### src/rtl/fb_pkg.sv
// rtl/fb_pkg.sv - shared constants, state codes and pixel type for the frame-buffer scheduler
package fb_pkg;

  localparam int FB_H_ACTIVE = 400;
  localparam int FB_V_ACTIVE = 300;
  localparam int FB_ADDR_W   = 17;
  localparam int FB_PIX_W    = 6;
  localparam int FB_PIXELS   = FB_H_ACTIVE * FB_V_ACTIVE;

  typedef logic [1:0] fb_state_t;

  localparam fb_state_t ST_IDLE   = 2'd0;
  localparam fb_state_t ST_ACTIVE = 2'd1;
  localparam fb_state_t ST_VBLANK = 2'd2;

  typedef struct packed {
    logic [1:0] r;
    logic [1:0] g;
    logic [1:0] b;
  } fb_pixel_t;

endpackage

### src/rtl/fb_scan_addr_gen.sv
// rtl/fb_scan_addr_gen.sv - scan-out FSM and saturating read address; FB_VBLANK_ONLY_EN limits host window to blanking
module fb_scan_addr_gen
  import fb_pkg::*;
#(
  parameter int H_ACTIVE = FB_H_ACTIVE,
  parameter int V_ACTIVE = FB_V_ACTIVE,
  parameter int ADDR_W   = FB_ADDR_W
) (
  input  logic              clk,
  input  logic              rst_n,
  input  logic              pix_en,
  input  logic [10:0]       count_rgb,
  input  logic [9:0]        reset_count_rgb,
  output logic              rd_issue,
  output logic [ADDR_W-1:0] rd_addr,
  output logic              fstart,
  output logic              host_window
);

  localparam logic [10:0]       H_LIM     = 11'(H_ACTIVE);
  localparam logic [9:0]        V_LIM     = 10'(V_ACTIVE);
  localparam logic [ADDR_W-1:0] LAST_ADDR = ADDR_W'(H_ACTIVE * V_ACTIVE - 1);

  fb_state_t         state_q, state_d;
  logic [ADDR_W-1:0] rd_addr_q, rd_addr_d;
  logic              active;

  // Decode the counters, decide whether this cycle is a display read and which address it uses
  always_comb begin
    active   = pix_en && (count_rgb < H_LIM) && (reset_count_rgb < V_LIM);
    fstart   = pix_en && (count_rgb == '0) && (reset_count_rgb == '0);
    // A frame start always opens scan-out so the first read of a frame is address 0
    rd_issue = active && (fstart || (state_q == ST_ACTIVE));
    rd_addr  = fstart ? '0 : rd_addr_q;
  end

  // Next read address: step past the issued one, pinned at the last pixel so it never wraps mid-frame
  always_comb begin
    rd_addr_d = rd_addr_q;
    if (rd_issue) begin
      if (rd_addr >= LAST_ADDR) begin
        rd_addr_d = LAST_ADDR;
      end else begin
        rd_addr_d = rd_addr + 1'b1;
      end
    end
  end

  // Frame tracking, advanced only on pixel strobes
  always_comb begin
    state_d = state_q;
    if (pix_en) begin
      case (state_q)
        ST_IDLE: begin
          if (fstart) state_d = ST_ACTIVE;
        end
        ST_ACTIVE: begin
          if (!fstart && (reset_count_rgb >= V_LIM)) state_d = ST_VBLANK;
        end
        ST_VBLANK: begin
          if (fstart) state_d = ST_ACTIVE;
        end
        default: state_d = ST_IDLE;
      endcase
    end
  end

`ifdef FB_VBLANK_ONLY_EN
  // Host may write only while the image is not being scanned (tear-free updates)
  always_comb begin
    host_window = (state_q == ST_IDLE) || (state_q == ST_VBLANK);
  end
`else
  // Host may write in any cycle the display does not claim the RAM
  always_comb begin
    host_window = 1'b1;
  end
`endif

  // State and address registers
  always_ff @(posedge clk or negedge rst_n) begin
    if (!rst_n) begin
      state_q   <= ST_IDLE;
      rd_addr_q <= '0;
    end else begin
      state_q   <= state_d;
      rd_addr_q <= rd_addr_d;
    end
  end

endmodule

### src/rtl/fb_access_scheduler.sv
// rtl/fb_access_scheduler.sv - arbitrates pixel RAM between VGA scan-out and a host writer, drives colour pins
module fb_access_scheduler
  import fb_pkg::*;
#(
  parameter int H_ACTIVE = FB_H_ACTIVE,
  parameter int V_ACTIVE = FB_V_ACTIVE,
  parameter int ADDR_W   = FB_ADDR_W,
  parameter int PIX_W    = FB_PIX_W
) (
  input  logic              clk,
  input  logic              rst_n,
  input  logic              pix_en,
  input  logic [10:0]       count_rgb,
  input  logic [9:0]        reset_count_rgb,
  input  logic              wr_valid,
  output logic              wr_ready,
  input  logic [ADDR_W-1:0] wr_addr,
  input  logic [PIX_W-1:0]  wr_data,
  output logic [ADDR_W-1:0] ram_addr,
  output logic              ram_we,
  output logic [PIX_W-1:0]  ram_wdata,
  input  logic [PIX_W-1:0]  ram_rdata,
  output logic [1:0]        red_1,
  output logic [1:0]        green_1,
  output logic [1:0]        blue_1,
  output logic              frame_start,
  output logic              wr_err
);

  localparam logic [ADDR_W:0] PIX_LIMIT = (ADDR_W + 1)'(H_ACTIVE * V_ACTIVE);

  logic              rd_issue;
  logic [ADDR_W-1:0] rd_addr;
  logic              fstart;
  logic              host_window;
  logic              wr_fire;
  logic              wr_in_range;

  logic              rd_vld_q, rd_vld_d;
  logic              pe_q, pe_d;
  fb_pixel_t         pix_q, pix_d;
  logic              frame_start_q, frame_start_d;
  logic              wr_err_q, wr_err_d;

  fb_scan_addr_gen #(
    .H_ACTIVE (H_ACTIVE),
    .V_ACTIVE (V_ACTIVE),
    .ADDR_W   (ADDR_W)
  ) u_scan (
    .clk             (clk),
    .rst_n           (rst_n),
    .pix_en          (pix_en),
    .count_rgb       (count_rgb),
    .reset_count_rgb (reset_count_rgb),
    .rd_issue        (rd_issue),
    .rd_addr         (rd_addr),
    .fstart          (fstart),
    .host_window     (host_window)
  );

  // Grant: display reads always win; out-of-range host writes are accepted but never reach the RAM
  always_comb begin
    wr_ready    = !rd_issue && host_window;
    wr_fire     = wr_valid && wr_ready;
    wr_in_range = ({1'b0, wr_addr} < PIX_LIMIT);
    ram_addr    = rd_issue ? rd_addr : wr_addr;
    ram_we      = wr_fire && wr_in_range;
    ram_wdata   = wr_data;
  end

  // Output pipeline: stage 1 remembers the strobe and read, stage 2 loads RAM data or black
  always_comb begin
    rd_vld_d      = rd_issue;
    pe_d          = pix_en;
    pix_d         = pix_q;
    if (pe_q) begin
      pix_d = rd_vld_q ? fb_pixel_t'(ram_rdata) : '0;
    end
    frame_start_d = fstart;
    wr_err_d      = wr_err_q || (wr_fire && !wr_in_range);
  end

  // Pipeline and status registers; reset drops any read still in flight
  always_ff @(posedge clk or negedge rst_n) begin
    if (!rst_n) begin
      rd_vld_q      <= 1'b0;
      pe_q          <= 1'b0;
      pix_q         <= '0;
      frame_start_q <= 1'b0;
      wr_err_q      <= 1'b0;
    end else begin
      rd_vld_q      <= rd_vld_d;
      pe_q          <= pe_d;
      pix_q         <= pix_d;
      frame_start_q <= frame_start_d;
      wr_err_q      <= wr_err_d;
    end
  end

  assign red_1       = pix_q.r;
  assign green_1     = pix_q.g;
  assign blue_1      = pix_q.b;
  assign frame_start = frame_start_q;
  assign wr_err      = wr_err_q;

endmodule

### config.mk
export PLATFORM = sky130hd
export DESIGN_NAME = fb_access_scheduler
export DESIGN_NICKNAME = d
export VERILOG_FILES = /design/src/rtl/fb_pkg.sv /design/src/rtl/fb_scan_addr_gen.sv /design/src/rtl/fb_access_scheduler.sv
export SDC_FILE = /design/constraint.sdc
export NUM_CORES = 1
export LEC_CHECK = 0
export CORE_ASPECT_RATIO = 1.5
export CORE_MARGIN = 2
export CORE_UTILIZATION = 43
export CTS_CLUSTER_DIAMETER = 30
export CTS_CLUSTER_SIZE = 12
export DETAILED_ROUTE_END_ITERATION = 6
export PLACE_DENSITY = 0.87
export SYNTH_ARGS = -nofsm -noshare
export SYNTH_HDL_FRONTEND = slang
export SYNTH_SLANG_ARGS = --single-unit
### constraint.sdc
create_clock -name clk -period 2.6 [get_ports clk]
set_input_delay 0.39 -clock clk [delete_from_list [all_inputs] [get_ports clk]]
set_output_delay 0.39 -clock clk [all_outputs]
set_load 0.05 [all_outputs]
# == Yosys cells after proc, flatten, opt, wreduce, memory -nomap -nowiden ==
# Index checks and enable logic that the tools add are counted.
# word_totals
ff_bits,29
input_bits,54
out_inout_bits,33
word_cells,45
# op_classes
addsub,1
n_lt_le_gt_ge,5
n_eq_ne,4
n_mux,7
reduce_logical,19
# ops
operator,n
2-to-1 mux 17 bit,3
adder 17 x 1 -> 17 bit (second input constant),1
greater-or-equal comparator 17 bit (second input constant),1
less-than comparator 17 bit (second input constant),1
logical NOT 11 bit,1
less-than comparator 11 x 9 -> 1 bit (second input constant),1
greater-or-equal comparator 10 x 9 -> 1 bit (second input constant),1
logical NOT 10 bit,1
less-than comparator 10 x 9 -> 1 bit (second input constant),1
logical AND 1 bit,9
2-to-1 mux 6 bit,1
2-to-1 mux 2 bit,2
one-hot mux 2 bit (2 select lines),1
logical NOT 1 bit,3
AND reduction 3 bit,1
== test 2 x 1 -> 1 bit (second input constant),1
== test 2 bit (second input constant),1
logical NOT 2 bit,1
logical OR 1 bit,2
!= test 2 x 1 -> 1 bit (second input constant),1
!= test 2 bit (second input constant),1
OR reduction 2 bit,1

# == Logic depth before layout (Yosys ltp) ==
# logic_depth
word_depth,9
mapped_depth,14
mapped_depth_nobuf,10

# == Modules after synthesis ==
# Synthesis repeated with hierarchy kept, for this count alone.
# unflattened
hier_cells,250
area_unflattened_um2,2157.1
# modules_own_cells
mod,instances,cells_per_inst,area_each_um2,seq_area_each_um2
fb_scan_addr_gen,1,185,1496.4,475.5
fb_access_scheduler,1,65,660.6,250.2

# == Worst setup path before layout ==
# No wires, ideal clock.
# synth_path
path_type,input -> register
from,input pix_en
to,register u_scan.rd_addr_q[11]
setup_time_ns,0.126
t_arrival_ns,3.024
t_required_ns,2.474
path_slack_ns,-0.550
cell_stages,14
path_buffers,4
cell_sequence,or3b_1 > or2_1 > buf_6 > or2_0 > buf_6 > clkbuf_1 > and2_1 > ha_1 > nand3_1 > or3_1 > a211o_1 > and4_4 > buf_6 > a221o_1
# synth_via
elab_chain_len,5
word_cells_on_any_way,10
classes_between,1 x add/sub; 1 x order compare; 2 x mux; 6 x reduce/logical
# synth_lines
element,line_no,rtl
"start, declared",fb_access_scheduler.sv:12,"input logic pix_en,"
logical AND 1 bit (2 in a row),fb_scan_addr_gen.sv:31,fstart = pix_en && (count_rgb == '0) && (reset_count_rgb == '0);
2-to-1 mux 17 bit,fb_scan_addr_gen.sv:34,rd_addr = fstart ? '0 : rd_addr_q;
adder 17 x 1 -> 17 bit or greater-or-equal comparator 17 bit (tied branches),"fb_scan_addr_gen.sv:44, fb_scan_addr_gen.sv:41",
2-to-1 mux 17 bit,fb_scan_addr_gen.sv:41,if (rd_addr >= LAST_ADDR) begin
"end signal, assigned",fb_scan_addr_gen.sv:87,rd_addr_q <= rd_addr_d;
"end, declared",fb_scan_addr_gen.sv:25,"logic [ADDR_W-1:0] rd_addr_q, rd_addr_d;"
# Several ways; a longest one is shown, not always the timed one.
# A chain may end at the register's enable or synchronous reset.

# == Worst setup path in the final report ==
# layout_path
from,input count_rgb[4]
to,output ram_addr[1]
# layout_via
elab_chain_len,6
word_cells_on_any_way,10
classes_between,1 x order compare; 2 x mux; 7 x reduce/logical
# layout_lines
element,line_no,rtl
"start, declared",fb_access_scheduler.sv:13,"input logic [10:0] count_rgb,"
branches (longest 5 deep; another with less-than comparator 11 x 9 -> 1 bit),-,
2-to-1 mux 17 bit *,fb_access_scheduler.sv:66,ram_addr = rd_issue ? rd_addr : wr_addr;
"end, declared",fb_access_scheduler.sv:19,"output logic [ADDR_W-1:0] ram_addr,"
# Every way passes the cells marked *.

==> flow_summary.yaml <==
run_status:
  status: "finished, final reports clean"
cts:
  htreeDepth: 2
  numCtsBuffers: 5
  clock-root-buffer: "clkbuf_8"
  clock_sinks: 29
  cts_max_path_buffers: 2
  cts_tree: "done"
  clkTransAtPathRegs_ps: 60
  clk-insertion-delay-late_ps: 280
  holdBufCountCts: 0
detailed_routing:
  wl_met3_um: 244
  num_vias: 2380
  drt_pass1_iterations: 4
  dr.max_layer_used: "met4"
  drtAntennaViolNets: 0
  vias_per_cell: 5.71
  met2_length_um: 3730
  m1WireLength_um: 2470
  wirelength_um: 6570
  wire_per_inst_um: 15.8
  drc: 0
  drtIter0Drc: 183
logic_synthesis:
  synth_top_area_cell: "dfrtp_1"
  ys_types: 48
  synth_cells: 256
  avgSynthCellArea_sq_um: 8.08
  synthTopCellsByArea: "dfrtp_1, o21ai_0, nand4_1"
  synth_edf_count: 0
  synth_area_sq_um: 2070
  ys_seq_area_frac: 0.351
  async_flop_share: 1.00
  synth_fp_nets: 311
  yosysTopAreaCellShare: 0.351
  ys_ff_latch: 29
  synth_warnings: 0
  synth_ff_type: "dfrtp_1"
worst_setup_path:
  reg2reg_from: "u_scan.rd_addr_q[0]"
  crit_fanout: 5
  rr_worst_depth: 7
  start_kind: "input port"
  arrival_ps: 2140
  crit_required_ps: 2210
  critical_path_class: "in2out"
  ff2ff_setup_slack_ps: 400
  crit_path_end_kind: "output pin"
  r2r-end: "u_scan.rd_addr_q[13]"
sta:
  fmax_mhz: 395
  tightest_slew_ps: 511
  setup_viol: 0
  min_period_ps: 2530
  finalMaxSlewViolations: 0
  skew_ps: 2.97
  min_period_over_period: 0.974
  hold_viol: 0
  slew_headroom: 0.658
die:
  die_w_um: 60.6
  rows: 30
  core_sq_um: 4580
  start_util: 0.452
  die_area_sq_um: 5390
  dieHeight_um: 88.9
  ios: 87
place:
  hpwl_um: 4890
  gp_congestion: 0.904
  dpl_cell_area_sq_um: 3060
  port_buffers: 74
layout:
  n_antenna_cell: 0
  mostFrequentLayoutCells: "buf_4, clkdlybuf4s50_1, dfrtp_1"
  seqCellArea_sq_um: 726
  final_common_cell: "buf_4"
  syn_to_final_growth_pct: 61.2
  stdcell_area_sq_um: 3330
  drive_above_1_share: 0.309
  nets: 408
  finish.utilization: 0.728
  multi_input_area_sq_um: 1310
  fillers: 352
pwr:
  irDropWorstVdd_v: 0.000238
  power_density_nw_per_um2: 316
  leakage_nw: 1.45
grt:
  grt_pass1_wl_um: 10700
  grt_max_degree: 30
  grt_pass1_vias: 2319
  grt_usage: 0.259
  grt_antenna_before_repair: 0
  grt.overflow.total: 0
run:
  drv_cap: 0
worst_hold_path:
  hold_path.class: "reg2reg"
  hold_start: "wr_err"
  whs_endpoint: "wr_err"
  holdPathStages: 1
[worst max path at each step]
stage	startpoint	to	slack [ps]	cells after the start
6_report	count_rgb[4]	ram_addr[1]	70	9
2_1_floorplan	pix_en	u_scan.rd_addr_q[11]	-200	14
3_3_place_gp	pix_en	u_scan.rd_addr_q[6]	-510	12
4_1_cts	count_rgb[9]	ram_addr[1]	20	9
3_5_place_dp	pix_en	u_scan.rd_addr_q[6]	-590	12
5_1_grt	count_rgb[9]	ram_addr[1]	-10	9
[flip-flops by register name, summed over array words and instances, names as in the netlist]
name and cells:
blue_1 2, u_scan.rd_addr_q 17, green_1 2, pe_q 1
frame_start 1, rd_vld_q 1, u_scan.state_q 2, wr_err 1
red_1 2
[Yosys cell counts, types with 2 or more instances]
cell       instances
o2bb2ai_1          6
o211ai_1          10
nand4_1           18
buf_1              4
and3_1             5
buf_2              4
o21a_1             2
a22o_1             2
dfrtp_1           29
nor2_1            12
nand3_1           10
buf_6              3
nor3_1             7
buf_4              7
a32o_1             2
and3b_1            2
and4_1             4
o21ai_0           30
and2_1             4
clkbuf_1           8
a221o_1            4
inv_1             23
a21oi_1            8
nand2_1           13
a211oi_1           4
a211o_1            2
nor4_1             5
nor2b_1            4
or3_1              4
o22ai_1            2
[routing by layer]
layer | track usage | vias to the layer above
li1 | - | 1142
met4 | 0.103 | 0
met5 | 0 | -
met2 | 0.467 | 68
met1 | 0.294 | 1158
met3 | 0.0449 | 12
[what timing repair did]
| action | CTS | global route |
|---|---|---|
| endpoints found under the hold margin | 0 | 0 |
| gates resized for setup | 46 | 18 |
| cloned | 0 | 0 |
| endpoints found under the setup margin | 36 | 24 |
| setup buffers | 8 | 0 |
| pin swaps | 15 | 10 |
[where the power goes]
group,switching (mW),total (mW),internal (mW)
Clock,0.158,0.368,0.209
Combinational,0.122,0.230,0.108
Sequential,0.00309,0.457,0.454
[final cells by class]
cell class              count  area share
clock buffers               7      0.0259
multi-input cells         177       0.394
well taps                  64      0.0240
flip-flops and latches     29       0.218
inverters                  24      0.0278
repair buffers            116       0.310
[metrics by stage]
step	hold WS (ps)	power (mW)	setup slack, ps	setup TNS (ps)	instances
final	467	1.05	66.8	0	417
after global routing	489	1.10	-12.9	-13.8	417
after CTS	468	1.05	18.7	0	418
after detailed placement	455	0.688	-590	-13820	403
after global placement	455	0.684	-510	-10680	403
after floorplan	94.4	0.585	-201	-2300	256
[critical path: stages]
cell and delay, ps:
dlygate4sd2_1 230, or3_4 360, or2_4 260, buf_6 130, o21bai_4 120, nand2_2 90, inv_4 90, mux2_4 320
buf_8 160
[logic make-up (layout without fill, tap and decap cells)]
| kind of cell | after synthesis | in the layout | synth area share |
|---|---|---|---|
| compound gates | 80 | 80 | 0.260 |
| fa+ha+maj | 1 | 1 | 0.00605 |
| buf+inv | 50 | 147 | 0.117 |
| flops | 29 | 29 | 0.351 |
| mux | 1 | 1 | 0.00544 |
| simple gates | 95 | 95 | 0.261 |
Power figures use the tool's default switching activity.
